==> config.mk <==
export PLATFORM = sky130hd
export DESIGN_NAME = ex_mem_reg
export DESIGN_NICKNAME = d
export VERILOG_FILES = /design/src/rtl/cpu_pkg.sv /design/src/rtl/cc_reg.sv /design/src/rtl/ex_mem_reg.sv
export SDC_FILE = /design/constraint.sdc
export NUM_CORES = 1
export LEC_CHECK = 0
export CORE_AREA = 2 2 136 72
export DETAILED_ROUTE_END_ITERATION = 10
export DIE_AREA = 0 0 138 74
export PLACE_DENSITY = 0.81
export SKIP_CTS_REPAIR_TIMING = 1
export SLEW_MARGIN = 25
export SYNTH_ARGS = -nofsm -noshare
export SYNTH_HDL_FRONTEND = slang
export SYNTH_HIERARCHICAL = 1
export SYNTH_SLANG_ARGS = --single-unit
==> constraint.sdc <==
create_clock -name clk -period 1.7 [get_ports clk]
set_input_delay 0.425 -clock clk [delete_from_list [all_inputs] [get_ports clk]]
set_output_delay 0.425 -clock clk [all_outputs]
set_load 0.02 [all_outputs]
==> src/rtl/cpu_pkg.sv <==
// Shared CPU definitions: EX-stage widths, opcode constants and EX->MEM control bundle.
package cpu_pkg;

    localparam int unsigned OPC_W          = 6;
    localparam int unsigned DATA_W_DEFAULT = 32;
    localparam int unsigned REG_AW_DEFAULT = 5;

    // Opcode field is Inst[31:26]; an all-zero opcode is the pipeline bubble.
    localparam logic [OPC_W-1:0] OPC_NOP = '0;

    // Control bits produced by the EX stage alongside each instruction.
    typedef struct packed {
        logic reg_we;
        logic mem_we;
        logic mem_re;
        logic set_flags;
    } ex_ctrl_t;

    // A single instruction may not both read and write memory.
    function automatic logic ctrl_illegal(input logic valid, input ex_ctrl_t ctrl);
        return valid & ctrl.mem_we & ctrl.mem_re;
    endfunction

endpackage

==> src/rtl/cc_reg.sv <==
// Architectural condition-code register (N, Z, V) with load enable.
module cc_reg
    import cpu_pkg::*;
(
    input  logic clk,
    input  logic rst,
    input  logic en,
    input  logic n_in,
    input  logic z_in,
    input  logic v_in,
    output logic flag_n,
    output logic flag_z,
    output logic flag_v
);

    logic [2:0] flags_q;

    // Load flags when enabled; hold otherwise; clear on synchronous reset.
    always_ff @(posedge clk) begin
        if (rst) begin
            flags_q <= 3'b000;
        end else if (en) begin
            flags_q <= {n_in, z_in, v_in};
        end
    end

    assign flag_n = flags_q[2];
    assign flag_z = flags_q[1];
    assign flag_v = flags_q[0];

endmodule

==> src/rtl/ex_mem_reg.sv <==
// EX/MEM pipeline register with bubble insertion, stall, condition codes,
// a forwarding tap back to EX and a sticky illegal-control flag.
module ex_mem_reg #(
    parameter int unsigned DATA_W = cpu_pkg::DATA_W_DEFAULT,
    parameter int unsigned REG_AW = cpu_pkg::REG_AW_DEFAULT,
    parameter int unsigned OPC_W  = cpu_pkg::OPC_W
) (
    input  logic              clk,
    input  logic              rst,
    input  logic              stall,
    input  logic              flush,
    input  logic              ex_valid,
    input  logic [OPC_W-1:0]  ex_opcode,
    input  logic [DATA_W-1:0] ex_out,
    input  logic [DATA_W-1:0] ex_store_data,
    input  logic [REG_AW-1:0] ex_dst_reg,
    input  logic              ex_reg_we,
    input  logic              ex_mem_we,
    input  logic              ex_mem_re,
    input  logic              ex_set_flags,
    input  logic              N,
    input  logic              Z,
    input  logic              V,
    output logic              mem_valid,
    output logic [OPC_W-1:0]  mem_opcode,
    output logic [DATA_W-1:0] mem_alu_out,
    output logic [DATA_W-1:0] mem_store_data,
    output logic [REG_AW-1:0] mem_dst_reg,
    output logic              mem_reg_we,
    output logic              mem_mem_we,
    output logic              mem_mem_re,
    output logic              flag_N,
    output logic              flag_Z,
    output logic              flag_V,
    output logic              fwd_valid,
    output logic [REG_AW-1:0] fwd_reg,
    output logic [DATA_W-1:0] fwd_data,
    output logic              proto_err
);

    import cpu_pkg::*;

    logic              valid_q;
    logic [OPC_W-1:0]  opcode_q;
    logic [DATA_W-1:0] alu_out_q;
    logic [DATA_W-1:0] store_data_q;
    logic [REG_AW-1:0] dst_reg_q;
    logic              reg_we_q;
    logic              mem_we_q;
    logic              mem_re_q;
    logic              proto_err_q;

    ex_ctrl_t ex_ctrl;
    logic     illegal;
    logic     take;
    logic     capture;
    logic     cc_en;

    // Decode the incoming instruction: an illegal one is squashed to a bubble.
    always_comb begin
        ex_ctrl.reg_we    = ex_reg_we;
        ex_ctrl.mem_we    = ex_mem_we;
        ex_ctrl.mem_re    = ex_mem_re;
        ex_ctrl.set_flags = ex_set_flags;
        illegal = ctrl_illegal(ex_valid, ex_ctrl);
        take    = ex_valid & ~illegal;
        capture = ~flush & ~stall;
        cc_en   = capture & take & ex_ctrl.set_flags;
    end

    // Pipeline state: rst > flush > stall > capture; invalid or illegal capture loads a bubble.
    always_ff @(posedge clk) begin
        if (rst) begin
            valid_q      <= 1'b0;
            opcode_q     <= OPC_W'(OPC_NOP);
            alu_out_q    <= '0;
            store_data_q <= '0;
            dst_reg_q    <= '0;
            reg_we_q     <= 1'b0;
            mem_we_q     <= 1'b0;
            mem_re_q     <= 1'b0;
            proto_err_q  <= 1'b0;
        end else if (flush || (capture && !take)) begin
            valid_q      <= 1'b0;
            opcode_q     <= OPC_W'(OPC_NOP);
            alu_out_q    <= '0;
            store_data_q <= '0;
            dst_reg_q    <= '0;
            reg_we_q     <= 1'b0;
            mem_we_q     <= 1'b0;
            mem_re_q     <= 1'b0;
            if (!flush && illegal) begin
                proto_err_q <= 1'b1;
            end
        end else if (capture) begin
            valid_q      <= 1'b1;
            opcode_q     <= ex_opcode;
            alu_out_q    <= ex_out;
            store_data_q <= ex_store_data;
            dst_reg_q    <= ex_dst_reg;
            // Register 0 is hardwired; never schedule a write to it.
            reg_we_q     <= ex_ctrl.reg_we & (ex_dst_reg != '0);
            mem_we_q     <= ex_ctrl.mem_we;
            mem_re_q     <= ex_ctrl.mem_re;
        end
    end

    cc_reg u_cc_reg (
        .clk    (clk),
        .rst    (rst),
        .en     (cc_en),
        .n_in   (N),
        .z_in   (Z),
        .v_in   (V),
        .flag_n (flag_N),
        .flag_z (flag_Z),
        .flag_v (flag_V)
    );

    // Outputs and forwarding tap; load results are not ready until after MEM.
    always_comb begin
        mem_valid      = valid_q;
        mem_opcode     = opcode_q;
        mem_alu_out    = alu_out_q;
        mem_store_data = store_data_q;
        mem_dst_reg    = dst_reg_q;
        mem_reg_we     = reg_we_q;
        mem_mem_we     = mem_we_q;
        mem_mem_re     = mem_re_q;
        proto_err      = proto_err_q;
        fwd_valid      = valid_q & reg_we_q & ~mem_re_q;
        fwd_reg        = dst_reg_q;
        fwd_data       = alu_out_q;
    end

endmodule
==> metrics.txt <==
# TYPE chip_impl_metric gauge
chip_impl_info{name="run_status",value="complete, no violations"} 1
chip_impl_metric{name="number_of_buffers_inserted_by_port_buffering",unit=""} 207
chip_impl_metric{name="post-route-period-util",unit="%"} 90.3
chip_impl_metric{name="hpwlAfterDp",unit="um"} 6940
chip_impl_metric{name="antenna_cells",unit=""} 0
chip_impl_metric{name="routed-via-count",unit=""} 3187
chip_impl_metric{name="multiInputGateArea",unit="sq um"} 1110
chip_impl_metric{name="avgSynthCellArea",unit="sq um"} 7.94
chip_impl_metric{name="combPwrFrac",unit="%"} 12.5
chip_impl_metric{name="cp.required",unit="ps"} 1270
chip_impl_metric{name="setup_tns",unit="ps"} 0
chip_impl_metric{name="die-width",unit="um"} 138
chip_impl_metric{name="reg2reg_setup_slack",unit="ps"} 1020
chip_impl_metric{name="peakVddDrop",unit="V"} 0.000505
chip_impl_metric{name="dpl-instance-area",unit="sq um"} 5140
chip_impl_metric{name="globalRouteTotalUtil",unit="%"} 17.9
chip_impl_info{name="tritoncts_clock_tree",value="done"} 1
chip_impl_metric{name="ys_warn_count",unit=""} 6
chip_impl_metric{name="clock_power_share",unit="%"} 42.2
chip_impl_info{name="crit-reg2reg-launch",value="mem_reg_we"} 1
chip_impl_metric{name="max_clock_freq",unit="MHz"} 651
chip_impl_metric{name="cts-htree-levels",unit=""} 3
chip_impl_metric{name="routed_via_density",unit=""} 4.61
chip_impl_metric{name="syn_to_final_growth",unit="%"} 81.0
chip_impl_metric{name="slowest_delay",unit="ps"} 400
chip_impl_info{name="unrepaired_setup_endpoints_after_global_routing",value="false"} 1
chip_impl_metric{name="worstSkewPairLatency",unit="ps"} 320
chip_impl_metric{name="antenna_found_initial",unit=""} 0
chip_impl_metric{name="syn-instance-count",unit=""} 399
chip_impl_metric{name="num-fill-cells",unit=""} 727
chip_impl_metric{name="design.portCount",unit=""} 208
chip_impl_info{name="setup.worst_path.class",value="register to output pin"} 1
chip_impl_metric{name="powerDensity",unit="nW/um^2"} 770
chip_impl_metric{name="place_inst",unit=""} 676
chip_impl_metric{name="min_delay_path_depth",unit=""} 2
chip_impl_metric{name="vias_in_the_first_global_route",unit=""} 2938
chip_impl_metric{name="clk_pin_slew",unit="ps"} 60
chip_impl_metric{name="synth_seq_cells",unit=""} 83
chip_impl_info{name="worst_path_max_delay_cell",value="sky130_fd_sc_hd__dfxtp_1"} 1
chip_impl_info{name="worst_setup_path_end_kind",value="output pin"} 1
chip_impl_metric{name="slew_viol_final",unit=""} 0
chip_impl_metric{name="timing.slew.headroom",unit="%"} 80.0
chip_impl_metric{name="setup_viol_count_final",unit=""} 0
chip_impl_metric{name="power.switching_fraction",unit="%"} 22.8
chip_impl_metric{name="chipHeight",unit="um"} 74
chip_impl_metric{name="clk_path_buf_depth",unit=""} 2
chip_impl_info{name="hold_class",value="register to register"} 1
chip_impl_metric{name="wire_length_of_the_first_global_routing_pass",unit="um"} 14500
chip_impl_metric{name="finalClockSkew",unit="ps"} 0
chip_impl_metric{name="share_of_cells_above_drive_strength_1",unit="%"} 4.91
chip_impl_metric{name="finish.utilization",unit="%"} 63.2
chip_impl_metric{name="worst_pin_slew",unit="ps"} 299
chip_impl_metric{name="netSwitchingPower",unit="mW"} 1.01
chip_impl_info{name="origin_of_the_worst_min_delay_path",value="mem_store_data[26]"} 1
chip_impl_metric{name="finalCriticalPeriod",unit="ps"} 1540
chip_impl_metric{name="timing.critical_path.arrival",unit="ps"} 1110
chip_impl_metric{name="first_pass_iters",unit=""} 4
chip_impl_info{name="yosys.cell_count.top_type",value="sky130_fd_sc_hd__nand2_1"} 1
chip_impl_metric{name="fraction_of_synthesis_flops_using_an_asynchronous_set_or_reset_pin",unit="%"} 0
chip_impl_metric{name="dr.first_iter.drc_count",unit=""} 121
chip_impl_metric{name="cts.sink_count",unit=""} 83
chip_impl_info{name="timing.critical_path.from_type",value="register"} 1
chip_impl_metric{name="internal_power",unit="mW"} 3.41
chip_impl_metric{name="gp_congestion",unit=""} 0.795
chip_impl_metric{name="core_area",unit="sq um"} 9070
chip_impl_metric{name="drt.antenna.violating_nets",unit=""} 0
chip_impl_info{name="rr_endpoint",value="mem_reg_we"} 1
chip_impl_metric{name="timing.max_cap.violations",unit=""} 0
chip_impl_metric{name="initial_utilization",unit="%"} 34.9
chip_impl_metric{name="synthDistinctLibCells",unit=""} 16
chip_impl_metric{name="rr_worst_depth",unit=""} 2
chip_impl_info{name="synth_flop_cell",value="sky130_fd_sc_hd__dfxtp_1"} 1
chip_impl_info{name="whs_endpoint",value="mem_store_data[26]"} 1
chip_impl_metric{name="final_design_area_no_fill",unit="sq um"} 5730
chip_impl_metric{name="syn_area",unit="sq um"} 3170
chip_impl_metric{name="pwr-share-seq",unit="%"} 45.2
chip_impl_metric{name="die_area",unit="sq um"} 10200
chip_impl_metric{name="maximum_number_of_pins_on_one_net_before_global_route_repair",unit=""} 61
chip_impl_info{name="synth_commonest_cells",value="sky130_fd_sc_hd__nand2_1 (157), sky130_fd_sc_hd__dfxtp_1 (83), sky130_fd_sc_hd__a21oi_1 (78), sky130_fd_sc_hd__buf_4 (41), sky130_fd_sc_hd__buf_2 (14)"} 1
chip_impl_metric{name="layout.cells.non_filler",unit=""} 691
chip_impl_metric{name="route.detailed.wl_per_inst",unit="um"} 14.8
chip_impl_info{name="root_buffer",value="sky130_fd_sc_hd__clkbuf_16"} 1
chip_impl_metric{name="postRouteWirelength",unit="um"} 10200
chip_impl_metric{name="global_route.overflow_total",unit=""} 0
chip_impl_metric{name="synth-seq-area-share",unit="%"} 52.5
chip_impl_metric{name="cts_buffers",unit=""} 9
chip_impl_metric{name="top_fanout_value_on_the_critical_path",unit=""} 3
chip_impl_metric{name="finalNetCount",unit=""} 653
chip_impl_metric{name="leakage",unit="nW"} 4.07
chip_impl_info{name="crit_path_cell_trace",value="nand2_1 > nor2_1 > dlymetal6s2s_1"} 1
chip_impl_metric{name="layout.area.seq",unit="sq um"} 1660
chip_impl_metric{name="num_rows",unit=""} 25
chip_impl_metric{name="synth_top_area_share",unit="%"} 52.5
chip_impl_info{name="synth.top_cells.by_area",value="sky130_fd_sc_hd__dfxtp_1 (52%), sky130_fd_sc_hd__nand2_1 (19%), sky130_fd_sc_hd__a21oi_1 (12%)"} 1
chip_impl_info{name="synth_top_cell_by_area",value="sky130_fd_sc_hd__dfxtp_1"} 1
chip_impl_metric{name="timing_hold_violations_final",unit=""} 0
chip_impl_metric{name="synth_edf_count",unit=""} 0
chip_impl_metric{name="synth_nets",unit=""} 486
chip_impl_metric{name="drc",unit=""} 0
[cells in the final DEF (no fill, tap or decap), types with 2 or more instances in the layout]
cell and instances:
sky130_fd_sc_hd__a21oi_1 78, sky130_fd_sc_hd__buf_12 5, sky130_fd_sc_hd__buf_4 6, sky130_fd_sc_hd__clkbuf_16 9
sky130_fd_sc_hd__clkdlybuf4s50_1 86, sky130_fd_sc_hd__clkinv_2 2, sky130_fd_sc_hd__clkinvlp_4 2, sky130_fd_sc_hd__dfxtp_1 83
sky130_fd_sc_hd__dlymetal6s2s_1 121, sky130_fd_sc_hd__mux2i_1 3, sky130_fd_sc_hd__nand2_1 157, sky130_fd_sc_hd__nor2_1 8
[area by class of cell]
cell class | instances | share of cell area [%]
sequential | 83 | 29.0
multi-input combinational | 254 | 19.4
clock buffer | 10 | 4.00
tap | 121 | 2.64
timing repair buffer | 218 | 44.0
clock inverter | 5 | 0.961
[kinds of logic after synthesis]
| family | synth area share [%] |
|---|---|
| compound gates | 13.4 |
| buf+inv | 12.8 |
| mux | 0.948 |
| flops | 52.5 |
| simple gates | 20.5 |
[worst max-delay path by stage]
stage	from	end	cells after the start
6_report	mem_reg_we	fwd_valid	3
2_1_floorplan	stall	u_cc_reg/flags_q[0]	5
3_5_place_dp	stall	u_cc_reg/flags_q[0]	5
5_1_grt	mem_reg_we	fwd_valid	3
3_3_place_gp	ex_dst_reg[1]	mem_reg_we	4
4_1_cts	mem_reg_we	fwd_valid	3
[layer usage]
metal	GRT usage, %	share of wire [%]	vias up
met5	0	0	-
met1	21.4	42	1463
li1	-	-	1580
met4	4.20	0.79	0
met2	30.0	48	135
met3	8.37	9.0	9
[power groups by stage]
stage / logic [mW] / clock network [mW] / registers [mW]
6_report: 0.553 / 1.86 / 2.00
4_1_cts: 0.562 / 1.92 / 2.00
2_1_floorplan: 0.180 / 0 / 2.08
3_5_place_dp: 0.558 / 0 / 2.04
5_1_grt: 0.595 / 2.01 / 2.00
3_3_place_gp: 0.551 / 0 / 2.04
[stage by stage]
stage / worst slack [ps] / hold slack [ps] / power, mW
2_1_floorplan: 242 / 497 / 2.26
3_3_place_gp: -66.5 / 442 / 2.59
3_5_place_dp: -116 / 447 / 2.60
4_1_cts: -249 / 454 / 4.48
5_1_grt: 84.7 / 473 / 4.61
6_report: 165 / 450 / 4.41
[worst max-delay path: cells and delay by family, from the launching register on]
family | cells | cell delay [ps]
flip-flops | 1 | 400
buffers and inverters | 1 | 230
AND/OR/NAND/NOR | 2 | 150
(Power assumes the default switching activity.)
